--- config.mk ---
export PLATFORM = sky130hd
export DESIGN_NAME = alu_system_flat
export DESIGN_NICKNAME = d
export VERILOG_FILES = /design/src/rtl/alu_system_if.sv /design/src/rtl/alu_system.sv /design/src/flat_wrapper.sv
export SDC_FILE = /design/constraint.sdc
export NUM_CORES = 2
export LEC_CHECK = 0
export CAP_MARGIN = 20
export CORE_MARGIN = 2
export CORE_UTILIZATION = 55
export DETAILED_ROUTE_END_ITERATION = 7
export PLACE_DENSITY = 0.79
export SLEW_MARGIN = 15
export SYNTH_ARGS = -nofsm -noshare
export SYNTH_HDL_FRONTEND = slang
export SYNTH_SLANG_ARGS = --single-unit
--- constraint.sdc ---
create_clock -name Clock -period 23.4 [get_ports Clock]
set_clock_uncertainty 0.05 [all_clocks]
set_input_delay 3.51 -clock Clock [delete_from_list [all_inputs] [get_ports Clock]]
set_output_delay 3.51 -clock Clock [all_outputs]
set_load 0.05 [all_outputs]
--- src/rtl/alu_system_if.sv ---
// Control bundle of the alu_system datapath. A future control unit drives
// every select/enable pin from the master side. The datapath hands back the
// instruction register and the flag nibble, which that unit will decode.
interface alu_system_if;
    logic [2:0]  RF_O1Sel;
    logic [2:0]  RF_O2Sel;
    logic [1:0]  RF_FunSel;
    logic [3:0]  RF_RSel;
    logic [3:0]  RF_TSel;
    logic [3:0]  ALU_FunSel;
    logic [1:0]  ARF_OutASel;
    logic [1:0]  ARF_OutBSel;
    logic [1:0]  ARF_FunSel;
    logic [3:0]  ARF_RSel;
    logic        IR_LH;
    logic        IR_Enable;
    logic [1:0]  IR_Funsel;
    logic        Mem_WR;
    logic        Mem_CS;
    logic [1:0]  MuxASel;
    logic [1:0]  MuxBSel;
    logic        MuxCSel;
    logic [15:0] IR_Out;
    logic [3:0]  ALU_FlagOut;

    modport master (
        output RF_O1Sel, RF_O2Sel, RF_FunSel, RF_RSel, RF_TSel, ALU_FunSel,
               ARF_OutASel, ARF_OutBSel, ARF_FunSel, ARF_RSel,
               IR_LH, IR_Enable, IR_Funsel, Mem_WR, Mem_CS,
               MuxASel, MuxBSel, MuxCSel,
        input  IR_Out, ALU_FlagOut
    );

    modport slave (
        input  RF_O1Sel, RF_O2Sel, RF_FunSel, RF_RSel, RF_TSel, ALU_FunSel,
               ARF_OutASel, ARF_OutBSel, ARF_FunSel, ARF_RSel,
               IR_LH, IR_Enable, IR_Funsel, Mem_WR, Mem_CS,
               MuxASel, MuxBSel, MuxCSel,
        output IR_Out, ALU_FlagOut
    );
endinterface

--- src/rtl/alu_system.sv ---
// CPU datapath: register file (T1..T4, R1..R4), 8-bit ALU with registered
// {Z,C,N,O} flags, address register file (AR, SP, PCpast, PC), 16-bit IR,
// 256x8 RAM and the three source multiplexers. All control is external.
module alu_system (
    input  logic         Clock,
    input  logic         Reset,
    alu_system_if.slave  ctl
);

    // Nets kept under these names so they can be probed hierarchically.
    logic [7:0]  RF_O1;
    logic [7:0]  RF_O2;
    logic [7:0]  ALU_Out;
    logic [7:0]  ARF_OutA;
    logic [7:0]  ARF_OutB;
    logic [7:0]  MemOut;
    logic [7:0]  MuxAOut;
    logic [7:0]  MuxBOut;
    logic [7:0]  MuxCOut;
    logic [3:0]  ALU_FlagOut;
    logic [15:0] IR_Out;

    // Storage. RF index equals the read-select code (0..3 T1..T4, 4..7 R1..R4);
    // ARF index equals the out-select code (0 AR, 1 SP, 2 PCpast, 3 PC).
    logic [7:0]  rf_r  [0:7];
    logic [7:0]  arf_r [0:3];
    logic [7:0]  mem_r [0:255];
    logic [15:0] ir_r;
    logic [3:0]  flag_r;

    logic [7:0]  rf_en_s;
    logic [3:0]  arf_en_s;
    logic [7:0]  alu_a_s;
    logic [7:0]  alu_b_s;
    logic [8:0]  alu_sum_s;
    logic        alu_c_s;
    logic        alu_o_s;

    // Shared clear/load/decrement/increment rule of RF and ARF (8-bit wrap).
    function automatic logic [7:0] fun_apply(input logic [1:0] fs,
                                             input logic [7:0] cur,
                                             input logic [7:0] ld);
        logic [7:0] nxt;
        case (fs)
            2'b00:   nxt = 8'h00;
            2'b01:   nxt = ld;
            2'b10:   nxt = cur - 8'h01;
            2'b11:   nxt = cur + 8'h01;
            default: nxt = cur;
        endcase
        return nxt;
    endfunction

    // Enable bits are MSB-first on the pins; flip them into storage index order.
    assign rf_en_s  = {ctl.RF_RSel[0], ctl.RF_RSel[1], ctl.RF_RSel[2], ctl.RF_RSel[3],
                       ctl.RF_TSel[0], ctl.RF_TSel[1], ctl.RF_TSel[2], ctl.RF_TSel[3]};
    assign arf_en_s = {ctl.ARF_RSel[0], ctl.ARF_RSel[1], ctl.ARF_RSel[2], ctl.ARF_RSel[3]};

    assign ALU_FlagOut     = flag_r;
    assign IR_Out          = ir_r;
    assign ctl.ALU_FlagOut = flag_r;
    assign ctl.IR_Out      = ir_r;
    assign alu_a_s         = MuxCOut;
    assign alu_b_s         = RF_O2;

    // Combinational register-file and address-register read ports.
    always_comb begin
        RF_O1    = rf_r[ctl.RF_O1Sel];
        RF_O2    = rf_r[ctl.RF_O2Sel];
        ARF_OutA = arf_r[ctl.ARF_OutASel];
        ARF_OutB = arf_r[ctl.ARF_OutBSel];
    end

    // Source multiplexers feeding the RF load, ARF load and ALU A input.
    always_comb begin
        case (ctl.MuxASel)
            2'b00:   MuxAOut = ALU_Out;
            2'b01:   MuxAOut = MemOut;
            2'b10:   MuxAOut = ir_r[7:0];
            2'b11:   MuxAOut = ARF_OutA;
            default: MuxAOut = 8'h00;
        endcase
        case (ctl.MuxBSel)
            2'b00:   MuxBOut = ALU_Out;
            2'b01:   MuxBOut = MemOut;
            2'b10:   MuxBOut = ir_r[7:0];
            2'b11:   MuxBOut = ARF_OutA;
            default: MuxBOut = 8'h00;
        endcase
        if (ctl.MuxCSel) begin
            MuxCOut = ARF_OutA;
        end else begin
            MuxCOut = RF_O1;
        end
    end

    // ALU result plus next C/O; ops that do not touch C or O keep the stored bit.
    always_comb begin
        alu_sum_s = 9'h000;
        ALU_Out   = 8'h00;
        alu_c_s   = flag_r[2];
        alu_o_s   = flag_r[0];
        case (ctl.ALU_FunSel)
            4'b0000: ALU_Out = alu_a_s;
            4'b0001: ALU_Out = alu_b_s;
            4'b0010: ALU_Out = ~alu_a_s;
            4'b0011: ALU_Out = ~alu_b_s;
            4'b0100, 4'b0101: begin
                alu_sum_s = {1'b0, alu_a_s} + {1'b0, alu_b_s}
                          + {8'h00, (ctl.ALU_FunSel[0] & flag_r[2])};
                ALU_Out   = alu_sum_s[7:0];
                alu_c_s   = alu_sum_s[8];
                alu_o_s   = (alu_a_s[7] == alu_b_s[7]) && (alu_sum_s[7] != alu_a_s[7]);
            end
            4'b0110: begin
                // Two's-complement subtract: carry set means no borrow.
                alu_sum_s = {1'b0, alu_a_s} + {1'b0, ~alu_b_s} + 9'h001;
                ALU_Out   = alu_sum_s[7:0];
                alu_c_s   = alu_sum_s[8];
                alu_o_s   = (alu_a_s[7] != alu_b_s[7]) && (alu_sum_s[7] != alu_a_s[7]);
            end
            4'b0111: ALU_Out = alu_a_s & alu_b_s;
            4'b1000: ALU_Out = alu_a_s | alu_b_s;
            4'b1001: ALU_Out = alu_a_s ^ alu_b_s;
            4'b1010: begin
                ALU_Out = {alu_a_s[6:0], 1'b0};
                alu_c_s = alu_a_s[7];
            end
            4'b1011: begin
                ALU_Out = {1'b0, alu_a_s[7:1]};
                alu_c_s = alu_a_s[0];
            end
            4'b1100: begin
                ALU_Out = {alu_a_s[6:0], 1'b0};
                alu_c_s = alu_a_s[7];
                alu_o_s = alu_a_s[7] ^ alu_a_s[6];
            end
            4'b1101: begin
                ALU_Out = {alu_a_s[7], alu_a_s[7:1]};
                alu_c_s = alu_a_s[0];
            end
            4'b1110: begin
                ALU_Out = {alu_a_s[6:0], alu_a_s[7]};
                alu_c_s = alu_a_s[7];
            end
            4'b1111: begin
                ALU_Out = {alu_a_s[0], alu_a_s[7:1]};
                alu_c_s = alu_a_s[0];
            end
            default: ALU_Out = 8'h00;
        endcase
    end

    // Flag nibble {Z,C,N,O} is captured from the ALU on every edge.
    always_ff @(posedge Clock) begin
        if (!Reset) begin
            flag_r <= 4'h0;
        end else begin
            flag_r <= {(ALU_Out == 8'h00), alu_c_s, ALU_Out[7], alu_o_s};
        end
    end

    // Register file: each enabled register applies RF_FunSel, loading from MuxA.
    always_ff @(posedge Clock) begin
        if (!Reset) begin
            for (int i = 0; i < 8; i++) begin
                rf_r[i] <= 8'h00;
            end
        end else begin
            for (int i = 0; i < 8; i++) begin
                if (rf_en_s[i]) begin
                    rf_r[i] <= fun_apply(ctl.RF_FunSel, rf_r[i], MuxAOut);
                end
            end
        end
    end

    // Address registers: same update rule, loading from MuxB.
    always_ff @(posedge Clock) begin
        if (!Reset) begin
            for (int i = 0; i < 4; i++) begin
                arf_r[i] <= 8'h00;
            end
        end else begin
            for (int i = 0; i < 4; i++) begin
                if (arf_en_s[i]) begin
                    arf_r[i] <= fun_apply(ctl.ARF_FunSel, arf_r[i], MuxBOut);
                end
            end
        end
    end

    // Instruction register: half-word loads from memory, full 16-bit inc/dec.
    always_ff @(posedge Clock) begin
        if (!Reset) begin
            ir_r <= 16'h0000;
        end else if (ctl.IR_Enable) begin
            case (ctl.IR_Funsel)
                2'b00:   ir_r <= 16'h0000;
                2'b01: begin
                    if (ctl.IR_LH) begin
                        ir_r[15:8] <= MemOut;
                    end else begin
                        ir_r[7:0] <= MemOut;
                    end
                end
                2'b10:   ir_r <= ir_r - 16'h0001;
                2'b11:   ir_r <= ir_r + 16'h0001;
                default: ir_r <= ir_r;
            endcase
        end
    end

    // RAM write port; contents deliberately survive Reset.
    always_ff @(posedge Clock) begin
        if (!ctl.Mem_CS && ctl.Mem_WR) begin
            mem_r[ARF_OutB] <= ALU_Out;
        end
    end

    // Asynchronous RAM read; the bus idles at zero when not reading.
    always_comb begin
        if (!ctl.Mem_CS && !ctl.Mem_WR) begin
            MemOut = mem_r[ARF_OutB];
        end else begin
            MemOut = 8'h00;
        end
    end

endmodule

--- src/flat_wrapper.sv ---
// flat-port wrapper written by rule: the top's interface ports become plain ports
module alu_system_flat 
  (Clock, Reset, ctl_RF_O1Sel, ctl_RF_O2Sel, ctl_RF_FunSel, ctl_RF_RSel, ctl_RF_TSel, ctl_ALU_FunSel, ctl_ARF_OutASel, ctl_ARF_OutBSel, ctl_ARF_FunSel, ctl_ARF_RSel, ctl_IR_LH, ctl_IR_Enable, ctl_IR_Funsel, ctl_Mem_WR, ctl_Mem_CS, ctl_MuxASel, ctl_MuxBSel, ctl_MuxCSel, ctl_IR_Out, ctl_ALU_FlagOut);
  alu_system_if ctl_i ();
  input  logic Clock;
  input  logic Reset;
  input wire logic [$bits(ctl_i.RF_O1Sel)-1:0] ctl_RF_O1Sel;
  input wire logic [$bits(ctl_i.RF_O2Sel)-1:0] ctl_RF_O2Sel;
  input wire logic [$bits(ctl_i.RF_FunSel)-1:0] ctl_RF_FunSel;
  input wire logic [$bits(ctl_i.RF_RSel)-1:0] ctl_RF_RSel;
  input wire logic [$bits(ctl_i.RF_TSel)-1:0] ctl_RF_TSel;
  input wire logic [$bits(ctl_i.ALU_FunSel)-1:0] ctl_ALU_FunSel;
  input wire logic [$bits(ctl_i.ARF_OutASel)-1:0] ctl_ARF_OutASel;
  input wire logic [$bits(ctl_i.ARF_OutBSel)-1:0] ctl_ARF_OutBSel;
  input wire logic [$bits(ctl_i.ARF_FunSel)-1:0] ctl_ARF_FunSel;
  input wire logic [$bits(ctl_i.ARF_RSel)-1:0] ctl_ARF_RSel;
  input wire logic [$bits(ctl_i.IR_LH)-1:0] ctl_IR_LH;
  input wire logic [$bits(ctl_i.IR_Enable)-1:0] ctl_IR_Enable;
  input wire logic [$bits(ctl_i.IR_Funsel)-1:0] ctl_IR_Funsel;
  input wire logic [$bits(ctl_i.Mem_WR)-1:0] ctl_Mem_WR;
  input wire logic [$bits(ctl_i.Mem_CS)-1:0] ctl_Mem_CS;
  input wire logic [$bits(ctl_i.MuxASel)-1:0] ctl_MuxASel;
  input wire logic [$bits(ctl_i.MuxBSel)-1:0] ctl_MuxBSel;
  input wire logic [$bits(ctl_i.MuxCSel)-1:0] ctl_MuxCSel;
  output wire logic [$bits(ctl_i.IR_Out)-1:0] ctl_IR_Out;
  output wire logic [$bits(ctl_i.ALU_FlagOut)-1:0] ctl_ALU_FlagOut;
  assign ctl_i.RF_O1Sel = ctl_RF_O1Sel;
  assign ctl_i.RF_O2Sel = ctl_RF_O2Sel;
  assign ctl_i.RF_FunSel = ctl_RF_FunSel;
  assign ctl_i.RF_RSel = ctl_RF_RSel;
  assign ctl_i.RF_TSel = ctl_RF_TSel;
  assign ctl_i.ALU_FunSel = ctl_ALU_FunSel;
  assign ctl_i.ARF_OutASel = ctl_ARF_OutASel;
  assign ctl_i.ARF_OutBSel = ctl_ARF_OutBSel;
  assign ctl_i.ARF_FunSel = ctl_ARF_FunSel;
  assign ctl_i.ARF_RSel = ctl_ARF_RSel;
  assign ctl_i.IR_LH = ctl_IR_LH;
  assign ctl_i.IR_Enable = ctl_IR_Enable;
  assign ctl_i.IR_Funsel = ctl_IR_Funsel;
  assign ctl_i.Mem_WR = ctl_Mem_WR;
  assign ctl_i.Mem_CS = ctl_Mem_CS;
  assign ctl_i.MuxASel = ctl_MuxASel;
  assign ctl_i.MuxBSel = ctl_MuxBSel;
  assign ctl_i.MuxCSel = ctl_MuxCSel;
  assign ctl_IR_Out = ctl_i.IR_Out;
  assign ctl_ALU_FlagOut = ctl_i.ALU_FlagOut;
  alu_system u_core (.Clock(Clock), .Reset(Reset), .ctl(ctl_i));
endmodule
# Word-level counts from Yosys, hierarchy flattened

Memories as Yosys holds them, arrays and structs flattened.
Cells that the tools add are included.

Reductions and logical operators: 21
Bitwise operators: 19
Equality and inequality tests: 36
Add/sub/neg operators: 30
Muxes and demuxes: 97

Operators with widths:

| kind                                               | count |
|---|---|
| one-hot mux 8 bit (4 select lines)                 | 14 |
| 2-to-1 mux 8 bit                                   | 40 |
| one-hot mux 8 bit (14 select lines)                | 1 |
| adder 8 x 1 -> 8 bit, second input constant        | 12 |
| subtractor 8 x 1 -> 8 bit, second input constant   | 12 |
| one-hot mux 16 bit (4 select lines)                | 1 |
| 2-to-1 mux 1 bit                                   | 39 |
| == test 4 bit, second input constant               | 8 |
| == test 2 bit, second input constant               | 10 |
| adder 8 x 8 -> 9 bit                               | 2 |
| adder 16 x 1 -> 16 bit, second input constant      | 1 |
| == test 4 x 3 -> 1 bit, second input constant      | 4 |
| inverter 8 bit                                     | 2 |
| subtractor 16 x 1 -> 16 bit, second input constant | 1 |
| OR 1 bit                                           | 12 |
| == test 2 x 1 -> 1 bit, second input constant      | 5 |
| logical NOT 2 bit                                  | 5 |
| adder 9 x 1 -> 9 bit                               | 1 |
| adder 9 x 1 -> 9 bit, second input constant        | 1 |
| bitwise AND 8 bit                                  | 1 |
| == test 4 x 2 -> 1 bit, second input constant      | 2 |
| logical NOT 8 bit                                  | 1 |
| OR 8 bit                                           | 1 |
| bitwise XOR 8 bit                                  | 1 |
| 16 further kinds                                   | 26 |

Flip-flop bits (word level): 20
Memories kept: 3
Logic and storage cells: 211
Input bits: 43
Bits in writable memories: 2144

Memory list:

| memory       | depth | bits a word | rd ports | clocked after memory_dff | write ports | line             | source |
|---|---|---|---|---|---|---|---|
| u_core.mem_r | 256   | 8           | 1        | 0                        | 1           | alu_system.sv:27 | `logic [7:0] mem_r [0:255];` |
| u_core.rf_r  | 8     | 8           | 10       | 0                        | 8           | alu_system.sv:25 | `logic [7:0] rf_r [0:7];` |
| u_core.arf_r | 4     | 8           | 6        | 0                        | 4           | alu_system.sv:26 | `logic [7:0] arf_r [0:3];` |

# Logic depth before layout (Yosys ltp)

An unclocked memory read counts as a cell.

Word-level depth: 10
Depth in mapped cells: 20
Mapped depth without buffers: 16

# Least setup slack after synthesis

OpenSTA, ideal clock, no wires.

Path type: input-to-reg
Start point: input port ctl_RF_O2Sel[0]
End point: memory u_core.mem_r[0][7], data pin
Path buffers: 3
Setup slack: 4362 ps
Stages on the path: 13
Required time: 21065 ps
Arrival time: 16703 ps
Cells stage by stage: clkbuf_1 buf_2 mux4_2 mux2i_1 ha_1 clkbuf_1 a211oi_1 o21bai_1 a21o_1 a21oi_1 a22o_1 o22ai_1 a21boi_0

Longest elaborated chain between the ends: 5
Elaborated cells between the ends (all ways): 10

Ends and longest elaborated chain:

| what                                  | line                                 | source |
|---|---|---|
| from (decl)                           | flat_wrapper.sv:8                    | `input wire logic [$bits(ctl_i.RF_O2Sel)-1:0] ctl_RF_O2Sel;` |
| memory read (8 x 8 bit) *             | -                                    |  |
| inverter 8 bit                        | alu_system.sv:107, alu_system.sv:117 |  |
| adder 8 x 8 -> 9 bit                  | alu_system.sv:117                    | `alu_sum_s = {1'b0, alu_a_s} + {1'b0, ~alu_b_s} + 9'h001;` |
| adder 9 x 1 -> 9 bit                  | alu_system.sv:117                    |  |
| one-hot mux 8 bit (14 select lines) * | alu_system.sv:103                    | `case (ctl.ALU_FunSel)` |
| via u_core.ALU_Out[7]                 | alu_system.sv:13                     | `logic [7:0] ALU_Out;` |
| to (decl)                             | alu_system.sv:27                     |  |

Mark *: on every way through the listed nets, which the timed path passes. The rest lies on a longest branch.

==> impl_metrics.env <==
export IMPL_finish_utilization=0.6073
export IMPL_layout_common_cells="2144 x edfxtp_1, 747 x nand2_1, 444 x mux2i_1"
export IMPL_cp_arrival_ns=11.18
export IMPL_grt_pass1_wl_um=395000
export IMPL_grt_max_degree=173
export IMPL_grt_util_all_layers=0.3125
export IMPL_syn_area_sq_um=94110
export IMPL_ys_types=87
export IMPL_fmax_mhz=95.27
export IMPL_p_sw_mw=2.646
export IMPL_ys_seq_area_frac=0.6884
export IMPL_relSlewSlack=0.05893
export IMPL_start_util=0.5547
export IMPL_cts_tree="done"
export IMPL_drive_above_1_share=0.1088
export IMPL_cts_sinks=2164
export IMPL_setup_ws_ns=12.90
export IMPL_fin_setup_tns_ns=0
export IMPL_violations="design-rule violations"
export IMPL_clock_latency_ns=0.87
export IMPL_fp_dieH_um=417.7
export IMPL_clockBufferDepth=3
export IMPL_num_nets_final=6416
export IMPL_peakVddDrop_v=0.00007827
export IMPL_worstMarginPinSlew_ns=1.376
export IMPL_antenna_found_initial=19
export IMPL_num_rows=151
export IMPL_post_cts_buffers=0
export IMPL_leakage_nw=33.73
export IMPL_postRouteAntennaNets=0
export IMPL_final_cells=8641
export IMPL_routedWlPerCell_um=31.94
export IMPL_hold_ws_ns=0.5093
export IMPL_holdCritPathClass="reg2reg"
export IMPL_async_flop_share=0
export IMPL_endpoint_kind="flop"
export IMPL_dr_wl_met2_um=123400
export IMPL_dp_slack_ns=12.65
export IMPL_finalHoldViolCount=0
export IMPL_wl_um=276000
export IMPL_top_layer="met5"
export IMPL_synth_area_leaders="edfxtp_1 68%, mux2i_1 4.7%, mux4_2 4.5%, nand2_1 3.0%, ha_1 1.5%"
export IMPL_cp_max_fo=141
export IMPL_power_density_nw_per_um2=91.94
export IMPL_required_ns=24.09
export IMPL_power_frac_clock=0.345
export IMPL_synth_top_area_share=0.6841
export IMPL_layout_commonest_cell="edfxtp_1"
export IMPL_cp_start_kind="primary input"
export IMPL_p_int_mw=6.826
export IMPL_drc=1
export IMPL_place_port_buffers=62
export IMPL_setup_viol=0
export IMPL_dp_final_hpwl_um=167600
export IMPL_die_x_um=417.7
export IMPL_core_area_sq_um=169700
export IMPL_met3_length_um=40630
export IMPL_ioPinCount=63
export IMPL_combPwrFrac=0.164
export IMPL_dp_cells=8254
export IMPL_syn_instance_count=6239
export IMPL_drtIter0Drc=9975
export IMPL_wl_met1_um=94730
export IMPL_h_tree_depth=4
export IMPL_clk_pin_slew_ns=0.07
export IMPL_rsz0062_at_grt="false"
export IMPL_holdBufCountCts=0
export IMPL_synth_top_cell_by_area="edfxtp_1"
export IMPL_seq_power_share=0.491
export IMPL_via_count=59570
export IMPL_dr_pass1_iters=8
export IMPL_place_gp_congestion=0.9563
export IMPL_yosys_most_used_dff="edfxtp_1"
export IMPL_die_area_sq_um=174400
export IMPL_period_share=0.4486
export IMPL_post_cts_resized=0
export IMPL_status="finished with violations"
export IMPL_yosys_register_bits=2164
export IMPL_syn2layout_area_growth_pct=9.479
export IMPL_yosysWarningCount=0
export IMPL_grt_pass1_vias=56390
export IMPL_netSwitchingFraction=0.2793
export IMPL_numCtsBuffers=204
export IMPL_grt_overflow_total=0
export IMPL_syn_nets=6409
export IMPL_syn_avg_cell_area_sq_um=15.08
export IMPL_clock_tree_root_cell="clkbuf_16"
export IMPL_vias_per_cell=6.894
export IMPL_path_class="in2reg"
export IMPL_synth_edf_count=2144
export IMPL_maxSlewViolCount=0
export IMPL_fin_crit_ns=10.50
export IMPL_drv_cap=0
## through the flow
step | instance area (sq um) | total power, mW
finish | 103000 | 9.472
global route | 103000 | 9.673
CTS | 102900 | 9.410
detailed placement | 96400 | 6.215
global placement | 96300 | 6.168
floorplan | 94110 | 5.807
## Yosys cell counts, drive strengths merged (13+ instances only)
cell type	count
a21o	24
o21bai	40
mux4	190
nor2	370
xor2	28
o211a	21
nor4	47
nand4	36
a221oi	13
a311o	25
o2bb2ai	40
ha	111
a31oi	74
nor3	32
nand3	120
a22oi	79
or4	14
xnor2	73
edfxtp	2144
clkbuf	158
and3	47
a21oi	179
buf	243
mux2	15
o21ai	76
nand2	762
and2	37
fa	16
dfxtp	20
a32oi	31
inv	95
a211oi	148
o32ai	19
nand2b	25
o22ai	42
a311oi	106
nor2b	151
mux2i	444
## logic make-up after synthesis
family          count (synthesis)  share of synthesized area
flops                        2164                     0.6884
simple gates                 1672                    0.08032
compound gates               1028                    0.07952
mux                           649                    0.09461
buf+inv                       498                    0.02961
fa+ha+maj                     127                    0.01816
xor+xnor                      101                   0.009400
## power groups by stage
| stage | logic [mW] | clock network [mW] | registers [mW] |
|---|---|---|---|
| 3_3_place_gp | 1.44 | 0 | 4.73 |
| 6_report | 1.55 | 3.27 | 4.65 |
| 4_1_cts | 1.50 | 3.27 | 4.65 |
| 5_1_grt | 1.61 | 3.41 | 4.65 |
| 2_1_floorplan | 0.912 | 0 | 4.90 |
| 3_5_place_dp | 1.49 | 0 | 4.73 |
## layer usage
layer	GRT usage	vias up
met2	0.4642	4874
met5	0.004446	-
met4	0.1724	14
met1	0.4077	29450
li1	-	24290
met3	0.1033	941
## worst max-delay path, cell delays in order
cell and delay (ns):
clkdlybuf4s50_1 0.90, mux4_4 0.91, buf_12 0.66, buf_12 0.64, mux2i_1 0.22, mux2i_1 0.35
o32ai_1 0.26, a2111oi_0 1.25, nand2_1 0.47, nor4_2 1.01, nand4_1 0.23, nand3b_2 0.31
o211a_1 0.21
## registers in the layout, indices dropped and copies added (netlist names)
name	cells
u_core.ctl.ALU_FlagOut	4
u_core.rf_r	64
u_core.mem_r	2048
u_core.ctl.IR_Out	16
u_core.arf_r	32
## path summary, 6_finish.rpt
check,start,to,slack (ns),depth (start not counted)
max reg2reg,u_core.arf_r[3][0],u_core.rf_r[2][7],16.08,12
min,u_core.ctl.ALU_FlagOut[0],u_core.ctl.ALU_FlagOut[0],0.51,1
max,ctl_ARF_OutBSel[0],u_core.rf_r[2][7],12.90,13
min reg2reg,u_core.ctl.ALU_FlagOut[0],u_core.ctl.ALU_FlagOut[0],0.51,1
## area by class of cell
type / count / area, sq um
Antenna cell: 14 / 35.03
Clock buffer: 244 / 5319
Clock inverter: 125 / 1222
Fill cell: 11930 / 66630
Inverter: 97 / 379.1
Multi-Input combinational cell: 3577 / 26770
Sequential cell: 2164 / 64780
Tap cell: 2218 / 2775
Timing Repair Buffer: 202 / 1743
Note: power is estimated with default switching activity, not from simulation.
